[config.mk]
export PLATFORM = sky130hd
export DESIGN_NAME = conv_flat
export DESIGN_NICKNAME = d
export VERILOG_FILES = /design/src/rtl/conv_pkg.sv /design/src/rtl/conv_if.sv /design/src/rtl/conv_mac.sv /design/src/rtl/conv.sv /design/src/flat_wrapper.sv
export SDC_FILE = /design/constraint.sdc
export NUM_CORES = 2
export LEC_CHECK = 0
export ABC_AREA = 1
export BUFFER_PORTS_ARGS = -buffer_cell sky130_fd_sc_hd__buf_4
export CAP_MARGIN = 40
export CORE_MARGIN = 1
export CORE_UTILIZATION = 40
export DETAILED_ROUTE_END_ITERATION = 10
export GPL_TIMING_DRIVEN = 0
export SLEW_MARGIN = 40
export SYNTH_ARGS = -nofsm -noshare
export SYNTH_HDL_FRONTEND = slang
export SYNTH_HIERARCHICAL = 1
export SYNTH_SLANG_ARGS = --single-unit
[constraint.sdc]
create_clock -name CLK100MHZ -period 9.98 [get_ports CLK100MHZ]
set_clock_uncertainty 0.15 [all_clocks]
set_input_delay 0.998 -clock CLK100MHZ [delete_from_list [all_inputs] [get_ports CLK100MHZ]]
set_output_delay 0.998 -clock CLK100MHZ [all_outputs]
set_load 0.01 [all_outputs]
[src/rtl/conv_pkg.sv]
// Shared widths, derived shift and rounding constant for the 3x3 convolver.
// CONV_ROUND_EN selects round-half-up with clamp instead of truncation.
package conv_pkg;
   localparam int BIT_LEN   = 8;
   localparam int CONV_LEN  = 2 * BIT_LEN + 4;
   localparam int CONV_LPOS = 13;
   localparam int M_LEN     = 3;
   localparam int SHIFT     = CONV_LEN - CONV_LPOS;

   localparam logic [CONV_LEN:0] RND_K = (CONV_LEN + 1)'(1) << (SHIFT - 1);

   typedef logic signed [BIT_LEN-1:0]   smp_t;
   typedef smp_t [M_LEN-1:0]            col_t;
   typedef col_t [M_LEN-1:0]            mat_t;
   typedef logic signed [CONV_LPOS-1:0] out_t;
endpackage

[src/rtl/conv_if.sv]
// Column stream and result bus of the 3x3 convolver.
interface conv_if;
   import conv_pkg::*;

   logic i_selecK_I;
   logic i_valid;
   smp_t i_dato0;
   smp_t i_dato1;
   smp_t i_dato2;
   out_t o_data;

   modport master (
      output i_selecK_I, i_valid,
      output i_dato0, i_dato1, i_dato2,
      input  o_data
   );

   modport slave (
      input  i_selecK_I, i_valid,
      input  i_dato0, i_dato1, i_dato2,
      output o_data
   );
endinterface

[src/rtl/conv_mac.sv]
// Nine signed multipliers, stage-1 product registers and the adder tree.
module conv_mac
   import conv_pkg::*;
(
   input  logic                       clk_i,
   input  logic                       rst_i,
   input  logic                       en_i,
   input  mat_t                       k_i,
   input  mat_t                       w_i,
   output logic signed [CONV_LEN-1:0] acc_o
);

   localparam int NP = M_LEN * M_LEN;

   logic signed [2*BIT_LEN-1:0] prod_d [NP];
   logic signed [2*BIT_LEN-1:0] prod_q [NP];

   always_comb begin
      for (int c = 0; c < M_LEN; c++) begin
         for (int r = 0; r < M_LEN; r++) begin
            prod_d[c*M_LEN+r] = $signed(k_i[c][r]) * $signed(w_i[c][r]);
         end
      end
   end

   always_ff @(posedge clk_i or posedge rst_i) begin
      if (rst_i) begin
         for (int i = 0; i < NP; i++) prod_q[i] <= '0;
      end else if (en_i) begin
         prod_q <= prod_d;
      end
   end

   // Products are sign-extended before summing; nine 16-bit terms fit in 20.
   always_comb begin
      acc_o = '0;
      for (int i = 0; i < NP; i++) begin
         acc_o = acc_o + CONV_LEN'(prod_q[i]);
      end
   end

endmodule

[src/rtl/conv.sv]
// 3x3 signed streaming convolver: kernel/window shift registers and output.
// Build with CONV_ROUND_EN for round-half-up with positive clamp.
module conv
   import conv_pkg::*;
(
   input  logic   CLK100MHZ,
   input  logic   i_reset,
   conv_if.slave  bus
);

   mat_t k_q, k_d;
   mat_t w_q, w_d;
   col_t col;
   logic v1_q, v1_d;
   logic v2_q;
   out_t o_q, o_d;

   logic signed [CONV_LEN-1:0] acc;
   logic signed [CONV_LEN-1:0] acc_q;

   assign col = {bus.i_dato2, bus.i_dato1, bus.i_dato0};

   // Newest column lands in index 0 for both kernel and window.
   always_comb begin
      k_d  = k_q;
      w_d  = w_q;
      v1_d = 1'b0;
      if (bus.i_valid) begin
         if (bus.i_selecK_I) begin
            w_d  = {w_q[1], w_q[0], col};
            v1_d = 1'b1;
         end else begin
            k_d  = {k_q[1], k_q[0], col};
         end
      end
   end

   conv_mac u_mac (
      .clk_i (CLK100MHZ),
      .rst_i (i_reset),
      .en_i  (v1_d),
      .k_i   (k_q),
      .w_i   (w_d),
      .acc_o (acc)
   );

`ifdef CONV_ROUND_EN
   logic signed [CONV_LEN:0] rnd;
   logic signed [CONV_LEN:0] rnd_sh;

   always_comb begin
      rnd    = $signed({acc_q[CONV_LEN-1], acc_q} + RND_K);
      rnd_sh = rnd >>> SHIFT;
      o_d    = CONV_LPOS'(rnd_sh);
      if (rnd[CONV_LEN] != rnd[CONV_LEN-1]) begin
         o_d = {1'b0, {(CONV_LPOS-1){1'b1}}};
      end
   end
`else
   logic signed [CONV_LEN-1:0] acc_sh;

   always_comb begin
      acc_sh = acc_q >>> SHIFT;
      o_d    = CONV_LPOS'(acc_sh);
   end
`endif

   always_ff @(posedge CLK100MHZ or posedge i_reset) begin
      if (i_reset) begin
         k_q   <= '0;
         w_q   <= '0;
         v1_q  <= 1'b0;
         v2_q  <= 1'b0;
         acc_q <= '0;
         o_q   <= '0;
      end else begin
         k_q  <= k_d;
         w_q  <= w_d;
         v1_q <= v1_d;
         v2_q <= v1_q;
         if (v1_q) acc_q <= acc;
         if (v2_q) o_q   <= o_d;
      end
   end

   assign bus.o_data = o_q;

endmodule

[src/flat_wrapper.sv]
// flat-port wrapper written by rule: the top's interface ports become plain ports
module conv_flat import conv_pkg::*;
  (CLK100MHZ, i_reset, bus_i_selecK_I, bus_i_valid, bus_i_dato0, bus_i_dato1, bus_i_dato2, bus_o_data);
  conv_if bus_i ();
  input  logic CLK100MHZ;
  input  logic i_reset;
  input wire logic [$bits(bus_i.i_selecK_I)-1:0] bus_i_selecK_I;
  input wire logic [$bits(bus_i.i_valid)-1:0] bus_i_valid;
  input wire logic [$bits(bus_i.i_dato0)-1:0] bus_i_dato0;
  input wire logic [$bits(bus_i.i_dato1)-1:0] bus_i_dato1;
  input wire logic [$bits(bus_i.i_dato2)-1:0] bus_i_dato2;
  output wire logic [$bits(bus_i.o_data)-1:0] bus_o_data;
  assign bus_i.i_selecK_I = bus_i_selecK_I;
  assign bus_i.i_valid = bus_i_valid;
  assign bus_i.i_dato0 = bus_i_dato0;
  assign bus_i.i_dato1 = bus_i_dato1;
  assign bus_i.i_dato2 = bus_i_dato2;
  assign bus_o_data = bus_i.o_data;
  conv u_core (.CLK100MHZ(CLK100MHZ), .i_reset(i_reset), .bus(bus_i));
endmodule
Yosys cells after proc, flatten, opt, wreduce, memory -nomap -nowiden

Cells that the tools add are included.

Bitwise operators: 1
Reductions and logical operators: 1
Multipliers: 9
Add/sub/neg operators: 8
Muxes and demuxes: 4

Operator list:

| kind                                         | number |
|---|---|
| 8-bit by 8-bit multiplier with 16-bit output | 9 |
| 72-bit two-way mux                           | 2 |
| 20-bit by 16-bit adder with 20-bit output    | 4 |
| 19-bit by 16-bit adder with 20-bit output    | 1 |
| 18-bit by 16-bit adder with 19-bit output    | 1 |
| 17-bit by 16-bit adder with 18-bit output    | 1 |
| 16-bit by 16-bit adder with 17-bit output    | 1 |
| 1-bit two-way mux                            | 2 |
| 2-bit AND reduction                          | 1 |
| 1-bit inverter                               | 1 |

Output and inout port bits: 13
Bits of input ports: 28
Flip-flop bits (word level): 323
Word-level logic and storage cells: 54

Logic depth before layout (Yosys ltp)

Depth in word-level cells: 8
Mapped depth: 28
Depth with buffers taken out: 25

By module

Netlist, hierarchy kept.

Modules (own cells, without submodules):

| module   | area each (sq um) | times used | sequential area each (sq um) | cells an instance |
|---|---|---|---|---|
| conv_mac | 33284.4           | 1          | 3603.5                       | 4416 |
| conv     | 6680.2            | 1          | 4304.1                       | 724 |

Least setup slack after synthesis

Ideal clock, no wire load.

Path kind: input port to flip-flop
From: in bus_i_valid
To: reg u_core/u_mac/prod_q[143] (netlist name)
Stages: 23
Data required time: 9.713 ns
Setup time: 0.117 ns
Slack: 4.681 ns
Arrival: 5.032 ns
Path buffers: 3
Cells stage by stage: buf_4 > nand2_4 > buf_2 > nand2_1 > nand2_1 > clkbuf_1 > nand2_1 > inv_1 > fa_1 > inv_1 > fa_1 > inv_1 > fa_1 > fa_1 > ha_1 > nand2_1 > nor2_1 > nand2_1 > nor2_1 > nand3b_1 > nand2_1 > nand3_1 > nand2_1

RTL lines:

| element              | line              | text |
|---|---|---|
| start, declared      | flat_wrapper.sv:8 | `input wire logic [$bits(bus_i.i_valid)-1:0] bus_i_valid;` |
| end signal, assigned | conv_mac.sv:30    | `prod_q <= prod_d;` |
| end, declared        | conv_mac.sv:16    | `logic signed [2*BIT_LEN-1:0] prod_q [NP];` |

==> results.toml <==
[setup_path]
path_cells = "buf_4 > buf_4 > nand2_4 > buf_2 > nand2_1 > nand2_1 > clkbuf_1 > nand2_1 > inv_1 > fa_1 > fa_1 > fa_1 > inv_1 > fa_1 > inv_1 > ha_1 > nand2_1 > nor3_1 > a21oi_1 > xnor2_1 > nand2_1 > nand2_1"
critPathMaxFanout = 10
endpoint_kind = "flop"
arrival_ns = 6.15
worst_path_max_delay_cell = "fa_1"
r2r_start = "u_core/w_q[18]"
critPathBufInv = 7
crit_path_max_incr_delay_ns = 0.53
crit_path_frequent_cell = "nand2_1"
ff2ff_setup_slack_ns = 4.96
path_class = "primary input to flop"
r2r-end = "u_core/u_mac/prod_q[63]"
cp_top_family = "adder cells"
cp-start-kind = "primary input"
r2r_cells = 21
required_ns = 10.32

[global_routing]
grt_use_total = 0.222
grt_pass1_vias = 32039
grt_pass1_wl_microns = 176000
grt_overflow_total = 0
grt_start_max_net_pins = 78
antenna_found_initial = 1

[synth]
synth_nets = 6055
ys.warnings.count = 6
syn_area_sq_um = 39900
syn_inst = 5136
synth_area_per_cell_sq_um = 7.78

[routing]
drc = 0
wl_microns = 108000
initialDrtViolationCount = 2147
wl_per_cell_microns = 16.5
vias = 31183
firstDrtPassIters = 6
ant_nets = 0
drt-vias-per-instance = 4.77

[clock_tree]
cts_root_buffer = "clkbuf_16"
clock_latency_ns = 0.56
clkTransAtPathRegs_ns = 0.06
cts_buffers = 39
clock-sinks = 316
cts_tree = "yes"
postCtsSetupBuffers = 0
cts_resized = 0
htree_levels = 2
clock_path_buffers = 3
postCtsHoldBufs = 0

[min_path]
hp-class = "flop to flop"
worstHoldEndpoint = "u_core/w_q[64]"
hold_depth = 2
holdCritStartpoint = "u_core/w_q[64]"

[floorplanning]
die_x_microns = 318
start_util = 0.405
core-area_sq_um = 98700
dieArea_sq_um = 101000
ioPinCount = 41
fp.dieH_microns = 318
rows = 115

[sta]
drv_slew = 0
period_share = 0.583
setup_viol = 0
finalSetupTns_ns = 0
worstMarginPinSlew_ns = 0.861
layout_setup_ws_ns = 4.17
final-hold-violation-count = 0
rsz0062_at_grt = "no"
max_clock_freq_mhz = 172
relSlewSlack = 0.426
period_minus_slack_ns = 5.81

[cells_and_area]
synthToLayoutAreaGrowth_pct = 8.47
final_cells = 6539
fin_nets = 6140
drive_above_1_share = 0.0442
fillers = 10055
final_area_sq_um = 43300

[place]
preCtsSetupSlack_ns = 3.60
dpl-instance-area_sq_um = 41900
dp_hpwl_microns = 91100
port_buffers = 39
placed_cells = 6466
gp_congestion = 0.941

[run]
drv_cap = 0

[outcome]
status = "completed"
==> final cells by class <==
type                    instances  area [sq um]  share of cell area
flip-flops and latches        316          7910               0.183
multi-input cells            3212         25900               0.598
well taps                    1287          1610              0.0372
diodes                          1          2.50           0.0000578
inverters                    1392          5240               0.121
clock buffers                  55          1160              0.0267
repair buffers                 44           394             0.00910
plain buffers                 216           912              0.0211
clock inverters                16           200             0.00462
==> metrics by stage <==
step                hold slack (ns)  utilization
finish                        0.317        0.439
global route                  0.329        0.439
CTS                           0.320        0.439
detailed placement            0.304        0.425
global placement              0.299        0.424
floorplan                     0.286            -
==> registers in the layout, summed over array words and instances (netlist names) <==
register	flops
u_core/u_mac/prod_q	144
u_core/k_q	72
u_core/w_q	72
u_core/acc_q	13
u_core/bus.o_data	13
u_core/v1_q	1
u_core/v2_q	1
==> tightest hold or removal path, stage by stage (launching register included) <==
cell and delay, ns:
dfrtp_1 0.32, nand2_1 0.05, nand2_1 0.07
==> worst max-delay path by stage <==
stage / start / to / slack, ns / cells past startpoint
floorplan: i_reset / u_core/acc_q[10] / 4.17 / 1
global placement: i_reset / u_core/k_q[32] / 1.71 / 2
detailed placement: bus_i_selecK_I / u_core/u_mac/prod_q[15] / 3.60 / 25
CTS: bus_i_selecK_I / u_core/u_mac/prod_q[15] / 4.18 / 25
global route: bus_i_selecK_I / u_core/u_mac/prod_q[15] / 3.84 / 25
finish: bus_i_selecK_I / u_core/u_mac/prod_q[90] / 4.17 / 22
==> routing by layer <==
layer / share of wire / GRT usage / vias to the layer above / wire length, microns
met1: 0.45 / 0.305 / 15303 / 48200
met3: 0.052 / 0.0238 / 130 / 5600
met2: 0.47 / 0.371 / 719 / 50900
li1: - / - / 15029 / -
met4: 0.029 / 0.0620 / 2 / 3120
met5: 0.000074 / 0 / - / 8
==> cells in the final DEF, fill, tap and decap left out, types with 16 or more instances in the layout <==
master and n:
o21ai_1 38, nand3_1 280, a31oi_1 16, nor2_1 178, buf_4 49, o21bai_1 16, ha_1 281, a21oi_1 88
clkbuf_1 155, fa_1 610, xnor2_1 48, buf_2 52, nand2_1 1422, or2_2 28, dfrtp_1 316, nand4_1 18
o21ai_0 106, xor2_1 32, clkbuf_16 41, inv_1 1373
Power is left out: the tool's default activity adds up to more than one toggle a clock period on the data nets, which glitch-free logic cannot reach.
